===== src/rtl/banner_pkg.sv =====
// Shared types and constant tables for the end-of-round banner: character codes,
// message rows, glyph bitmaps and the reveal state encoding.
package banner_pkg;

    typedef logic [3:0] char_code_t;

    localparam char_code_t SPACE = 4'd0;
    localparam char_code_t W     = 4'd1;
    localparam char_code_t I     = 4'd2;
    localparam char_code_t N     = 4'd3;
    localparam char_code_t P     = 4'd4;
    localparam char_code_t ONE   = 4'd5;
    localparam char_code_t TWO   = 4'd6;
    localparam char_code_t S     = 4'd7;
    localparam char_code_t T     = 4'd8;
    localparam char_code_t E     = 4'd9;
    localparam char_code_t G     = 4'd10;
    localparam char_code_t A     = 4'd11;
    localparam char_code_t M     = 4'd12;

    localparam int MSG_LEN   = 8;
    localparam int MSG_IDX_W = $clog2(MSG_LEN);

    localparam char_code_t MSG_TABLE [4][MSG_LEN] = '{
        '{P, ONE, SPACE, W, I, N, S, SPACE},
        '{P, TWO, SPACE, W, I, N, S, SPACE},
        '{T, I, E, SPACE, G, A, M, E},
        '{default: SPACE}
    };

    // One 8x16 glyph per entry; row 0 is the most significant byte, bit 7 of a row is leftmost.
    localparam logic [127:0] GLYPH_BITS [16] = '{
        128'h0,
        128'h0000_C6C6_C6C6_C6D6_D6D6_FEEE_C682_0000,
        128'h0000_7E18_1818_1818_1818_1818_187E_0000,
        128'h0000_C6E6_E6F6_F6DE_DECE_CEC6_C6C6_0000,
        128'h0000_FCC6_C6C6_C6FC_C0C0_C0C0_C0C0_0000,
        128'h0000_1838_7818_1818_1818_1818_187E_0000,
        128'h0000_7CC6_0606_0C18_3060_C0C0_C6FE_0000,
        128'h0000_7CC6_C0C0_6038_0C06_0606_C67C_0000,
        128'h0000_FFDB_1818_1818_1818_1818_183C_0000,
        128'h0000_FEC6_C0C0_C8F8_C8C0_C0C0_C6FE_0000,
        128'h0000_3C66_C2C0_C0DE_C6C6_C6C6_663A_0000,
        128'h0000_1038_6CC6_C6C6_FEC6_C6C6_C6C6_0000,
        128'h0000_C6EE_FEFE_D6C6_C6C6_C6C6_C6C6_0000,
        128'h0,
        128'h0,
        128'h0
    };

    typedef enum logic [1:0] {IDLE, REVEAL, HOLD} state_t;

    // Cells past the stored row length read as blanks so wider boxes stay padded.
    function automatic char_code_t msg_code(input logic [1:0] msg, input logic [7:0] idx);
        if (idx < 8'(MSG_LEN)) begin
            return MSG_TABLE[msg][idx[MSG_IDX_W-1:0]];
        end
        return SPACE;
    endfunction

endpackage


===== src/rtl/banner_glyph_rom.sv =====
// Combinational glyph ROM: returns one 8-pixel row of the selected character.
module banner_glyph_rom
    import banner_pkg::*;
(
    input  char_code_t  code,
    input  logic [3:0]  row,
    output logic [7:0]  data
);

    logic [127:0] glyph;

    always_comb begin
        glyph = GLYPH_BITS[code];
        // Row r occupies bits [127-8r -: 8], and 127-8r == {~r, 3'b111}.
        data  = glyph[{~row, 3'b111} -: 8];
    end

endmodule


===== src/rtl/banner_text_renderer.sv =====
// End-of-round banner: typewriter reveal and blink control plus a two-stage
// pixel pipeline that turns DrawX/DrawY into a registered foreground bit.
module banner_text_renderer
    import banner_pkg::*;
#(
    parameter int N_CHARS       = 8,
    parameter int SCALE_LOG2    = 1,
    parameter int ORIGIN_X      = 256,
    parameter int ORIGIN_Y      = 200,
    parameter int REVEAL_FRAMES = 8,
    parameter int BLINK_FRAMES  = 32
) (
    input  logic       Clk,
    input  logic       Reset,
    input  logic       frame_start,
    input  logic       show,
    input  logic [1:0] msg_sel,
    input  logic [9:0] DrawX,
    input  logic [9:0] DrawY,
    output logic       pixel_on,
    output logic       reveal_done
);

    localparam int BOX_W  = (N_CHARS * 8) << SCALE_LOG2;
    localparam int BOX_H  = 16 << SCALE_LOG2;
    localparam int FC_MAX = (REVEAL_FRAMES > BLINK_FRAMES) ? REVEAL_FRAMES : BLINK_FRAMES;
    localparam int FC_W   = (FC_MAX > 1) ? $clog2(FC_MAX) : 1;

    localparam logic [FC_W-1:0] REVEAL_LAST = FC_W'(REVEAL_FRAMES - 1);
    localparam logic [FC_W-1:0] BLINK_LAST  = FC_W'((BLINK_FRAMES > 0) ? BLINK_FRAMES - 1 : 0);

    state_t          state;
    logic [FC_W-1:0] frame_cnt;
    logic [7:0]      reveal_count;
    logic            blink_on;
    logic [1:0]      msg;

    always_ff @(posedge Clk) begin
        if (Reset) begin
            state        <= IDLE;
            frame_cnt    <= '0;
            reveal_count <= '0;
            blink_on     <= 1'b1;
            msg          <= '0;
            reveal_done  <= 1'b0;
        end else if (!show) begin
            state        <= IDLE;
            frame_cnt    <= '0;
            reveal_count <= '0;
            blink_on     <= 1'b1;
            reveal_done  <= 1'b0;
        end else begin
            case (state)
                IDLE: begin
                    state        <= REVEAL;
                    msg          <= msg_sel;
                    reveal_count <= 8'd1;
                    frame_cnt    <= '0;
                    reveal_done  <= 1'b0;
                end
                REVEAL: begin
                    // Only reachable with a single-cell message: already fully shown.
                    if (reveal_count >= 8'(N_CHARS)) begin
                        state       <= HOLD;
                        frame_cnt   <= '0;
                        blink_on    <= 1'b1;
                        reveal_done <= 1'b1;
                    end else if (frame_start) begin
                        if (frame_cnt == REVEAL_LAST) begin
                            frame_cnt    <= '0;
                            reveal_count <= reveal_count + 8'd1;
                            if (reveal_count + 8'd1 == 8'(N_CHARS)) begin
                                state       <= HOLD;
                                blink_on    <= 1'b1;
                                reveal_done <= 1'b1;
                            end
                        end else begin
                            frame_cnt <= frame_cnt + 1'b1;
                        end
                    end
                end
                HOLD: begin
                    reveal_done <= 1'b1;
                    if (BLINK_FRAMES > 0 && frame_start) begin
                        if (frame_cnt == BLINK_LAST) begin
                            frame_cnt <= '0;
                            blink_on  <= ~blink_on;
                        end else begin
                            frame_cnt <= frame_cnt + 1'b1;
                        end
                    end
                end
                default: begin
                    state       <= IDLE;
                    reveal_done <= 1'b0;
                end
            endcase
        end
    end

    logic [10:0] rel_x;
    logic [10:0] rel_y;
    logic        inside_c;
    logic [7:0]  char_idx_c;
    logic [2:0]  col_c;
    logic [3:0]  row_c;
    logic        visible_c;

    always_comb begin
        rel_x      = {1'b0, DrawX} - 11'(ORIGIN_X);
        rel_y      = {1'b0, DrawY} - 11'(ORIGIN_Y);
        inside_c   = !rel_x[10] && (rel_x < 11'(BOX_W)) && !rel_y[10] && (rel_y < 11'(BOX_H));
        char_idx_c = 8'(rel_x >> (3 + SCALE_LOG2));
        col_c      = 3'(rel_x >> SCALE_LOG2);
        row_c      = 4'(rel_y >> SCALE_LOG2);
        // Gating on show keeps a stale stage-1 entry from lighting a pixel after a drop.
        visible_c  = show && (((state == REVEAL) && (char_idx_c < reveal_count)) ||
                              ((state == HOLD) && blink_on));
    end

    logic       s1_inside;
    logic [7:0] s1_char_idx;
    logic [2:0] s1_col;
    logic [3:0] s1_row;
    logic       s1_visible;
    char_code_t s2_code;
    logic [7:0] glyph_row;

    assign s2_code = msg_code(msg, s1_char_idx);

    banner_glyph_rom u_rom (
        .code (s2_code),
        .row  (s1_row),
        .data (glyph_row)
    );

    always_ff @(posedge Clk) begin
        if (Reset) begin
            s1_inside   <= 1'b0;
            s1_char_idx <= '0;
            s1_col      <= '0;
            s1_row      <= '0;
            s1_visible  <= 1'b0;
            pixel_on    <= 1'b0;
        end else begin
            s1_inside   <= inside_c;
            s1_char_idx <= char_idx_c;
            s1_col      <= col_c;
            s1_row      <= row_c;
            s1_visible  <= visible_c;
            pixel_on    <= show && s1_inside && s1_visible && glyph_row[~s1_col];
        end
    end

endmodule

===== config.mk =====
export PLATFORM = sky130hd
export DESIGN_NAME = banner_text_renderer
export DESIGN_NICKNAME = d
export VERILOG_FILES = /design/src/rtl/banner_pkg.sv /design/src/rtl/banner_glyph_rom.sv /design/src/rtl/banner_text_renderer.sv
export SDC_FILE = /design/constraint.sdc
export NUM_CORES = 1
export LEC_CHECK = 0
export CORE_ASPECT_RATIO = 0.5
export CORE_MARGIN = 4
export CORE_UTILIZATION = 40
export CTS_CLUSTER_DIAMETER = 200
export CTS_CLUSTER_SIZE = 14
export DETAILED_ROUTE_END_ITERATION = 10
export PLACE_DENSITY = 0.64
export SLEW_MARGIN = 5
export SYNTH_ARGS = -nofsm -noshare
export SYNTH_HDL_FRONTEND = slang
export SYNTH_HIERARCHICAL = 1
export SYNTH_SLANG_ARGS = --single-unit

===== constraint.sdc =====
create_clock -name Clk -period 3.61 [get_ports Clk]
set_input_delay 0.722 -clock Clk [delete_from_list [all_inputs] [get_ports Clk]]
set_output_delay 0.722 -clock Clk [all_outputs]
set_load 0.01 [all_outputs]

==> reports/metrics.yaml <==
status:
  status: "complete, no violations"
yosys:
  ys_seq_area_share_pct: 20.8
  synth_edf_count: 0
  netlist_area_um2: 3470
  syn_avg_cell_area_um2: 7.80
  yosysTopAreaCellShare_pct: 20.8
  synth_cells: 445
  synth-async-reset-ratio_pct: 0
  syn_nets: 499
  ys.flop_type: "dfxtp_1"
  synth_top_area_cell: "dfxtp_1"
  synthTopCellsByArea: "dfxtp_1, ha_1, a21oi_1, nor2b_1, nand2_1"
  yosysWarnings: 6
  synthDistinctLibCells: 79
  ys_ff_latch: 36
clocking:
  htreeDepth: 2
  clock_sinks: 36
  cts_tree: "yes"
  insertion_delay_ns: 0.28
  path_clk_slew_ns: 0.05
  cts_buffers: 5
  cts_buffer_depth: 2
  cts_root_buf: "clkbuf_16"
  post_cts_buffers: 0
  cts-hold-fix-buffers: 0
pwr:
  p_sw_uw: 390
  power_mw: 1.30
  p_int_uw: 913
  pwr-share-clk_pct: 36.6
  ir_drop_v: 0.000162
  power_density_nw_per_um2: 313
  leakagePower_nw: 1.55
  swShare_pct: 30.0
  seq_power_share_pct: 33.2
  p_comb_share_pct: 30.2
grt:
  track_usage_pct: 18.1
  grt_pass1_wl_um: 15300
  grt_antenna_before_repair: 0
  grt_max_degree: 51
  grt-ovfl-total: 0
  grt_pass1_vias: 3155
sta:
  final.setup_skew_ns: 0.00619
  rsz0062_at_grt: "true"
  setup-violations-final: 0
  fmax_mhz: 285
  period_minus_slack_ns: 3.51
  drv_slew: 0
  worst_slew_pin_slew_ns: 0.801
  max_slew_margin_pct: 46.5
  hold_violations: 0
  finalCritPeriodShare_pct: 97.1
die:
  fp-row-count: 23
  coreArea_um2: 8230
  die_w_um: 140
  die_h_um: 73.9
  design.die.area_um2: 10300
  start_util_pct: 42.2
  pin_count: 28
final_layout:
  area_growth_pct: 20.1
  antennaDiodeCount: 0
  final_common_cell: "dfxtp_1"
  drive_above_1_share_pct: 15.3
  fin_nets: 529
  layout_common_cells: "dfxtp_1, a21oi_1, nand2_1, inv_1, buf_4"
  stdcell_count: 588
placement:
  place_inst: 580
  hpwl_um: 6860
  io_buffers: 25
  gp_congestion: 0.925
worst_setup_path:
  rrSetupSlack_ns: 0.10
  critical-path-top-delay-family: "multiplexers"
  critPathBufInv: 3
  r2r_end: "pixel_on"
  worst_setup_path_end_kind: "flop"
  path_cells: "inv_1 -> ha_4 -> nand2_1 -> nor2_2 -> a211oi_2 -> a21oi_1 -> and2_4 -> inv_4 -> buf_4 -> ha_2 -> mux4_2 -> a221oi_2 -> a21oi_1 -> o32a_1 -> mux4_2 -> mux2i_2 -> nor2_1"
  worstPathArrival_ns: 3.67
  critPathLaunchType: "flop"
  crit_start: "msg[1]"
  critPathSlowestCell: "mux4_2"
  r2r_start: "msg[1]"
  reg2regPathDepth: 17
  max_stage_delay_ns: 0.50
  cp.depth: 17
  worstPathMaxFanout: 5
  critPathRequiredTime_ns: 3.78
  crit_type: "reg -> reg"
  crit_end: "pixel_on"
route:
  vias_per_cell: 5.86
  drc: 0
  drt_wl_total_um: 9290
  vias: 3444
  wl_per_cell_um: 15.8
  ant_nets: 0
  drt_first_iter_violations: 343
  drt_pass1_iterations: 6
flow_run:
  cap_violations: 0
hold_path:
  hold_class: "reg -> reg"
==> how the worst min path moves through the flow <==
| stage | start | end | slack (ns) | depth (start not counted) |
|---|---|---|---|---|
| 3_3_place_gp | s1_inside | pixel_on | 0.43 | 2 |
| 4_1_cts | s1_inside | pixel_on | 0.44 | 2 |
| 6_report | s1_inside | pixel_on | 0.43 | 2 |
| 3_5_place_dp | s1_inside | pixel_on | 0.43 | 2 |
| 2_1_floorplan | s1_inside | pixel_on | 0.41 | 2 |
| 5_1_grt | s1_inside | pixel_on | 0.47 | 2 |
==> per-layer routing <==
| layer | wire length, um | track usage, % | up-vias |
|---|---|---|---|
| met5 | 0 | 0 | - |
| met4 | 184 | 5.69 | 0 |
| met3 | 602 | 3.84 | 23 |
| met2 | 4290 | 30.5 | 120 |
| met1 | 4210 | 23.5 | 1580 |
| li1 | - | - | 1721 |
==> metrics by stage <==
stage / setup TNS, ns / util [%] / setup WS [ns] / hold slack (ns) / cell area (um^2)
6_report: 0 / 50.6 / 0.104 / 0.425 / 4170
5_1_grt: -0.0269 / 50.6 / -0.0269 / 0.472 / 4170
4_1_cts: 0 / 49.9 / 0.00999 / 0.440 / 4110
3_5_place_dp: 0 / 47.7 / 0.00742 / 0.431 / 3930
3_3_place_gp: 0 / 47.7 / 0.0160 / 0.427 / 3930
2_1_floorplan: 0 / - / 0.0192 / 0.413 / 3480
==> logic make-up after synthesis <==
kind of cell,after synthesis,synth area share [%]
buf+inv,62,8.04
flops,36,20.8
simple gates,156,25.1
mux,12,4.94
fa+ha+maj,28,10.1
compound gates,149,30.6
xor+xnor,2,0.505
==> synth_stat cells (3+ instances only) <==
library cell   n
dfxtp_1       36
a21oi_1       33
nand2_1       32
inv_1         30
ha_1          28
nor2_1        25
o21ai_0       22
nor2b_1       20
nand3_1       16
a211oi_1      13
nor3_1        13
clkbuf_1      11
nand2b_1      11
buf_2         10
o211ai_1       8
buf_4          7
mux2i_1        7
a311oi_1       6
a21o_1         5
a31oi_1        5
nor3b_1        5
a211o_1        4
a32oi_1        4
mux4_2         4
nand4_1        4
o2111ai_1      4
a21boi_0       3
a2bb2oi_1      3
and2_1         3
and3_1         3
nor4_1         3
o211a_1        3
o21a_1         3
o21ai_1        3
o311ai_0       3
o32a_1         3
==> worst register-to-register path, cell delays in order (launching register included) <==
cell      delay [ns]
dfxtp_4         0.36
inv_1           0.11
ha_4            0.13
nand2_1         0.05
nor2_2          0.10
a211oi_2        0.06
a21oi_1         0.14
and2_4          0.20
inv_4           0.05
buf_4           0.13
ha_2            0.18
mux4_2          0.50
a221oi_2        0.25
a21oi_1         0.06
o32a_1          0.32
mux4_2          0.48
mux2i_2         0.21
nor2_1          0.07
==> power groups by stage <==
stage	clock network (mW)	registers [mW]	logic [mW]
after floorplan	0	0.429	0.267
after global placement	0	0.439	0.376
after global routing	0.507	0.435	0.431
final	0.477	0.432	0.394
after detailed placement	0	0.439	0.375
after CTS	0.494	0.431	0.381
==> registers in the layout, indices dropped and copies added (netlist names) <==
register and count:
frame_cnt 5, blink_on 1, reveal_count 8, s1_char_idx 7
s1_inside 1, s1_row 4, reveal_done 1, state 2
msg 2, pixel_on 1, s1_visible 1, s1_col 3
==> cell type report <==
class / instances / area (um^2)
flip-flops and latches: 36 / 726
clock buffers: 6 / 129
fillers: 815 / 4060
inverters: 32 / 123
clock inverters: 2 / 35.0
multi-input cells: 347 / 2540
well taps: 112 / 140
repair buffers: 53 / 477
==> what timing repair did <==
action                                  4_1_cts  5_1_grt
resized for setup                             2       18
endpoints found under the setup margin        1        1
pin swaps                                     0       13
hold endpoints to repair                      0        0
Power figures use the tool's default switching activity.
